[src/rtl/mem_ctrl.sv]
// mem_ctrl: sequences external RAM accesses for the memory arbiter.
// Reads return a critical-word-first wrapping burst. Writes are single-word.
// Both are held for programmable wait states.
// Optional feature macro: MEM_CTRL_REFRESH_EN inserts periodic refresh cycles.
module mem_ctrl #(
  parameter int READ_WAIT      = 2,
  parameter int WRITE_WAIT     = 1,
  parameter int BURST_LOG2     = 1,
  parameter int REFRESH_PERIOD = 256,
  parameter int REFRESH_CYCLES = 4
) (
  input  logic                  CLK,
  input  logic                  RESET,
  input  logic                  request,
  input  logic                  r_w,
  input  logic [22:0]           addr,
  input  logic [31:0]           dataIn,
  output logic                  waitForMem,
  output logic [31:0]           rdData,
  output logic                  rdValid,
  output logic [BURST_LOG2-1:0] rdWordIdx,
  output logic                  mem_ce,
  output logic                  mem_we,
  output logic [22:0]           mem_addr,
  output logic [31:0]           mem_wdata,
  input  logic [31:0]           mem_rdata,
  output logic                  mem_rfsh
);

  localparam int BURST_LEN = 1 << BURST_LOG2;
  localparam int MAXW      = (READ_WAIT > WRITE_WAIT) ? READ_WAIT : WRITE_WAIT;
  localparam int WCW       = $clog2(MAXW + 2);

  if (BURST_LOG2 < 1 || READ_WAIT < 0 || WRITE_WAIT < 0 ||
      REFRESH_PERIOD < 2 || REFRESH_CYCLES < 1) begin : g_bad_cfg
    $error("mem_ctrl: unsupported parameter set");
  end

  typedef enum logic [1:0] {S_IDLE, S_READ, S_WRITE, S_REFRESH} state_t;

  state_t                state_q, state_d;
  logic [BURST_LOG2-1:0] beat_q, beat_d;
  logic [WCW-1:0]        wcnt_q, wcnt_d;
  logic [22:0]           base_q, base_d;
  logic [31:0]           rd_data_d;
  logic                  rd_valid_d;
  logic [BURST_LOG2-1:0] rd_idx_d;
  logic [22:0]           mem_addr_d;
  logic [31:0]           mem_wdata_d;

`ifdef MEM_CTRL_REFRESH_EN
  localparam int RPW = $clog2(REFRESH_PERIOD);
  localparam int RCW = $clog2(REFRESH_CYCLES + 1);

  logic [RPW-1:0] rper_q;
  logic           pending_q;
  logic           pend_clr;
  logic [RCW-1:0] rc_q, rc_d;

  // Free-running refresh timer; a wrap while pending is still set is absorbed.
  always_ff @(posedge CLK) begin
    if (RESET) begin
      rper_q    <= '0;
      pending_q <= 1'b0;
    end else if (rper_q == RPW'(REFRESH_PERIOD - 1)) begin
      rper_q    <= '0;
      pending_q <= 1'b1;
    end else begin
      rper_q <= rper_q + RPW'(1);
      if (pend_clr) pending_q <= 1'b0;
    end
  end
`endif

  // Next-state and next-output decode; every output is registered from these.
  always_comb begin
    state_d     = state_q;
    beat_d      = beat_q;
    wcnt_d      = wcnt_q;
    base_d      = base_q;
    rd_data_d   = rdData;
    rd_valid_d  = 1'b0;
    rd_idx_d    = rdWordIdx;
    mem_addr_d  = mem_addr;
    mem_wdata_d = mem_wdata;
`ifdef MEM_CTRL_REFRESH_EN
    pend_clr    = 1'b0;
    rc_d        = rc_q;
`endif
    case (state_q)
      S_IDLE: begin
        if (request) begin
          base_d     = addr;
          beat_d     = '0;
          mem_addr_d = addr;
          if (r_w) begin
            state_d     = S_WRITE;
            wcnt_d      = WCW'(WRITE_WAIT);
            mem_wdata_d = dataIn;
          end else begin
            state_d = S_READ;
            wcnt_d  = WCW'(READ_WAIT);
          end
        end
`ifdef MEM_CTRL_REFRESH_EN
        else if (pending_q) begin
          state_d  = S_REFRESH;
          pend_clr = 1'b1;
          rc_d     = RCW'(REFRESH_CYCLES - 1);
        end
`endif
      end
      S_READ: begin
        if (wcnt_q == '0) begin
          rd_data_d  = mem_rdata;
          rd_valid_d = 1'b1;
          rd_idx_d   = base_q[BURST_LOG2-1:0] + beat_q;
          if (beat_q == BURST_LOG2'(BURST_LEN - 1)) begin
            state_d = S_IDLE;
          end else begin
            beat_d     = beat_q + BURST_LOG2'(1);
            wcnt_d     = WCW'(READ_WAIT);
            // Low bits wrap naturally at BURST_LOG2 width.
            mem_addr_d = {base_q[22:BURST_LOG2],
                          base_q[BURST_LOG2-1:0] + beat_q + BURST_LOG2'(1)};
          end
        end else begin
          wcnt_d = wcnt_q - WCW'(1);
        end
      end
      S_WRITE: begin
        if (wcnt_q == '0) state_d = S_IDLE;
        else              wcnt_d  = wcnt_q - WCW'(1);
      end
`ifdef MEM_CTRL_REFRESH_EN
      S_REFRESH: begin
        if (rc_q == '0) state_d = S_IDLE;
        else            rc_d    = rc_q - RCW'(1);
      end
`endif
      default: state_d = S_IDLE;
    endcase
  end

  // State, datapath and output registers; reset clears all of them.
  always_ff @(posedge CLK) begin
    if (RESET) begin
      state_q    <= S_IDLE;
      beat_q     <= '0;
      wcnt_q     <= '0;
      base_q     <= '0;
      rdData     <= '0;
      rdValid    <= 1'b0;
      rdWordIdx  <= '0;
      mem_addr   <= '0;
      mem_wdata  <= '0;
      mem_ce     <= 1'b0;
      mem_we     <= 1'b0;
      waitForMem <= 1'b0;
    end else begin
      state_q    <= state_d;
      beat_q     <= beat_d;
      wcnt_q     <= wcnt_d;
      base_q     <= base_d;
      rdData     <= rd_data_d;
      rdValid    <= rd_valid_d;
      rdWordIdx  <= rd_idx_d;
      mem_addr   <= mem_addr_d;
      mem_wdata  <= mem_wdata_d;
      mem_ce     <= (state_d == S_READ) || (state_d == S_WRITE);
      mem_we     <= (state_d == S_WRITE);
      waitForMem <= (state_d != S_IDLE);
    end
  end

`ifdef MEM_CTRL_REFRESH_EN
  // Refresh cycle counter and registered refresh strobe.
  always_ff @(posedge CLK) begin
    if (RESET) begin
      rc_q     <= '0;
      mem_rfsh <= 1'b0;
    end else begin
      rc_q     <= rc_d;
      mem_rfsh <= (state_d == S_REFRESH);
    end
  end
`else
  assign mem_rfsh = 1'b0;
`endif

endmodule

[config.mk]
export PLATFORM = sky130hd
export DESIGN_NAME = mem_ctrl
export DESIGN_NICKNAME = d
export VERILOG_FILES = /design/src/rtl/mem_ctrl.sv
export SDC_FILE = /design/constraint.sdc
export NUM_CORES = 1
export LEC_CHECK = 0
export ABC_AREA = 1
export CAP_MARGIN = 15
export CORE_MARGIN = 10
export CORE_UTILIZATION = 35
export CTS_CLUSTER_SIZE = 25
export DETAILED_ROUTE_END_ITERATION = 16
export PLACE_DENSITY = 0.66
export SETUP_SLACK_MARGIN = 0.15
export SYNTH_ARGS = -nofsm -noshare
export SYNTH_HDL_FRONTEND = slang
export SYNTH_SLANG_ARGS = --single-unit
[constraint.sdc]
create_clock -name CLK -period 4.6 [get_ports CLK]
set_input_delay 0.92 -clock CLK [delete_from_list [all_inputs] [get_ports CLK]]
set_output_delay 0.92 -clock CLK [all_outputs]
set_load 0.01 [all_outputs]
==> results.toml <==
[hold_path]
worstHoldEndpoint = "mem_wdata[20]"
timing.hold.worst_path_depth = 2
hold_path.class = "register to register"
worst_hold_path_startpoint = "mem_wdata[20]"

[sta]
grt_setup_unrepaired = "no"
min_period_over_period = 0.601
fmaxAchievable_ghz = 0.362
worst_slew_margin_rel = 0.272
timing_worst_slew_pin_value_ns = 1.09
hold_violations = 0
setup_total_negative_slack_ns = 0
fin_crit_ns = 2.77
slew_viol_final = 0
worst_clk_skew_ns = 0.00580
setup_viol = 0

[floorplanning]
full_die_area_sq_um = 19300
die_width_microns = 139
initial_utilization = 0.356
ios = 184
die_height_microns = 139
floorplan.rows = 43
core_sq_um = 13900

[critical_path]
reg2reg_slack_ns = 1.83
worstPathMaxFanout = 50
r2r.worst_path.cells = 7
reg2reg_to = "mem_addr[0]"
crit_buf_inv = 2
worstPathRequired_ns = 4.90
timing.setup.critical_path_class = "register to register"
crit_end_element = "register"
critPathSlowestCell = "sky130_fd_sc_hd__o21ai_4"
critical_path_arrival_ns = 3.07
startpoint_type = "register"
timing.critical_path.slowest_cell_delay_ns = 0.89
timing.rr.start = "state_q[1]"
cpMostUsedCell = "sky130_fd_sc_hd__nor2_1"
timing.critical_path.max_delay_family = "compound AO/OA/AOI/OAI gates"
path_cells = "inv_1, ha_2, inv_2, o21ai_4, nand2_1, nor2_1, nor2_1"

[clock_network]
clockRootBuffer = "sky130_fd_sc_hd__clkbuf_16"
cts.repair.resized = 0
max-clock-path-buffers = 2
cts.repair_timing.setup_buffer_count = 0
cts-buffers-inserted = 17
clock-sinks = 120
clock_insertion_delay_worst_skew_ns = 0.41
clock_tree.htree_level_count = 4
cts_tree = "yes"
cts_hold_buf = 0
clk_pin_slew_worst_paths_ns = 0.05

[job]
max_cap_violations = 0

[synth]
ys_types = 23
ys_warn_count = 0
postSynthAreaPerCell_sq_um = 7.50
mappedNetlistNets = 760
ys_ff_latch = 120
postSynthCellCount = 659
syn_area_sq_um = 4940
ys_seq_area_frac = 0.486

[final_layout]
layoutNonFillerInstCount = 1010
area.growth.synth_to_final_pct = 49.5
n_antenna_cell = 0
drive_above_1_share = 0.0518
post-route-cell-area_sq_um = 7390
filler_cell_count = 1313
nets = 918

[route]
viasPerCell = 4.76
drt_pass_1_iters = 6
post_drt_wl_per_cell_microns = 14.5
ant_nets = 0
route.detailed.drc = 0
detail_route.iter0.violations = 277
detail_route.wirelength_mm = 14.6
dr_total_vias = 4806

[power_and_ir_drop]
totalPowerFinal_mw = 3.22
pwr_density_cell_nw_per_um2 = 436
leakage_nw = 2.91
max-vdd-ir-drop_mv = 0.239

[global_routing]
global_route.overflow_total = 0
globalRouteTotalUtil = 0.147
initial_antenna_violation_count = 1
grt_pass1_wl_mm = 23.8
grt_start_max_net_pins = 82
first_global_vias = 4714

[place]
port_buffer_count = 182
post-place-cells = 977
placedInstanceArea_sq_um = 6770
dp_hpwl_mm = 10.2
routabilityCongestion = 0.793

[outcome]
run_status = "complete, no violations"
[worst min-delay path, delay by kind of cell (launching register included)]
family           cells  cell delay [ns]
AO/OA/AOI/OAI        1             0.05
flip-flops           1             0.31
AND/OR/NAND/NOR      1             0.06
[cells by family (layout without fill, tap and decap cells)]
logic type | after synthesis | after routing | share of synthesized area
buffers and inverters | 89 | 260 | 0.0838
adders and majority gates | 10 | 10 | 0.0253
DFF | 120 | 120 | 0.486
and+or+nand+nor | 278 | 278 | 0.228
AOI/OAI and AO/OA | 161 | 161 | 0.177
other | 1 | 1 | 0.000758
[placed cells by master, fill, tap and decap left out, types with 5 or more instances in the layout]
master | Yosys | final
sky130_fd_sc_hd__clkinvlp_4 | 0 | 6
sky130_fd_sc_hd__o21ai_0 | 58 | 58
sky130_fd_sc_hd__o21a_1 | 21 | 21
sky130_fd_sc_hd__nor2_1 | 101 | 101
sky130_fd_sc_hd__nand3_1 | 59 | 59
sky130_fd_sc_hd__clkdlybuf4s50_1 | 0 | 182
sky130_fd_sc_hd__buf_4 | 8 | 5
sky130_fd_sc_hd__inv_1 | 36 | 36
sky130_fd_sc_hd__clkbuf_16 | 0 | 17
sky130_fd_sc_hd__ha_1 | 10 | 9
sky130_fd_sc_hd__dfxtp_1 | 120 | 120
sky130_fd_sc_hd__a21oi_1 | 79 | 79
sky130_fd_sc_hd__nand2_1 | 115 | 115
[synthesized netlist by cell type]
cell type,count,area share
sky130_fd_sc_hd__or2_2,1,0.0013
sky130_fd_sc_hd__o21ai_4,1,0.0033
sky130_fd_sc_hd__nand2_1,115,0.087
sky130_fd_sc_hd__clkinv_1,2,0.0015
sky130_fd_sc_hd__nand3b_1,1,0.0015
sky130_fd_sc_hd__inv_1,36,0.027
sky130_fd_sc_hd__ha_1,10,0.025
sky130_fd_sc_hd__a31oi_1,1,0.0013
sky130_fd_sc_hd__dfxtp_1,120,0.49
sky130_fd_sc_hd__buf_2,16,0.016
sky130_fd_sc_hd__o21a_1,21,0.032
sky130_fd_sc_hd__nor2_1,101,0.077
sky130_fd_sc_hd__inv_2,2,0.0015
sky130_fd_sc_hd__nand3_1,59,0.060
sky130_fd_sc_hd__buf_4,8,0.012
sky130_fd_sc_hd__o211ai_1,1,0.0015
sky130_fd_sc_hd__buf_1,1,0.00076
sky130_fd_sc_hd__and2_1,1,0.0013
sky130_fd_sc_hd__conb_1,1,0.00076
sky130_fd_sc_hd__clkbuf_1,20,0.015
sky130_fd_sc_hd__buf_6,4,0.0091
sky130_fd_sc_hd__o21ai_0,58,0.059
sky130_fd_sc_hd__a21oi_1,79,0.080
[through the flow]
| step | hold slack (ns) | setup slack [ns] | utilization |
|---|---|---|---|
| floorplan | 0.444 | 2.76 | - |
| global placement | 0.447 | 1.71 | 0.488 |
| detailed placement | 0.453 | 1.66 | 0.488 |
| CTS | 0.462 | 1.76 | 0.531 |
| global route | 0.482 | 1.51 | 0.533 |
| finish | 0.463 | 1.83 | 0.533 |
[cell type report]
| cell class | instances | area [sq um] | area share |
|---|---|---|---|
| multi-input combinational | 450 | 2130 | 0.288 |
| inverter | 40 | 150 | 0.0203 |
| sequential | 120 | 2400 | 0.325 |
| tap | 180 | 225 | 0.0305 |
| timing repair buffer | 188 | 1880 | 0.254 |
| clock inverter | 12 | 150 | 0.0203 |
| clock buffer | 20 | 457 | 0.0618 |
[state kept, by name, indices dropped and copies added (netlist names)]
register	count
rdData	32
beat_q	1
mem_wdata	32
base_q	23
rdWordIdx	1
mem_ce	1
wcnt_q	2
mem_we	1
rdValid	1
waitForMem	1
state_q	2
mem_addr	23
[worst max-delay path by stage]
stage / from / end / slack (ns) / cells after the start
3_5_place_dp: r_w / mem_wdata[2] / 1.66 / 5
5_1_grt: state_q[1] / mem_addr[0] / 1.51 / 8
6_report: state_q[1] / mem_addr[0] / 1.83 / 7
2_1_floorplan: r_w / mem_ce / 2.76 / 9
4_1_cts: state_q[1] / mem_addr[0] / 1.76 / 8
3_3_place_gp: r_w / mem_wdata[12] / 1.71 / 5
[routing by layer]
layer	track usage	wire, microns	vias up
li1	-	-	2457
met1	0.174	6610	2164
met2	0.225	6410	170
met3	0.0729	1440	13
met4	0.0516	147	2
met5	0	13	-
[power breakdown]
part	switching [mW]	internal [mW]	leakage, nW
Clock	0.464	0.876	0.280
Sequential	0.0563	1.15	0.986
Combinational	0.342	0.332	1.64
Total	0.862	2.36	2.91
(Power assumes the default switching activity.)
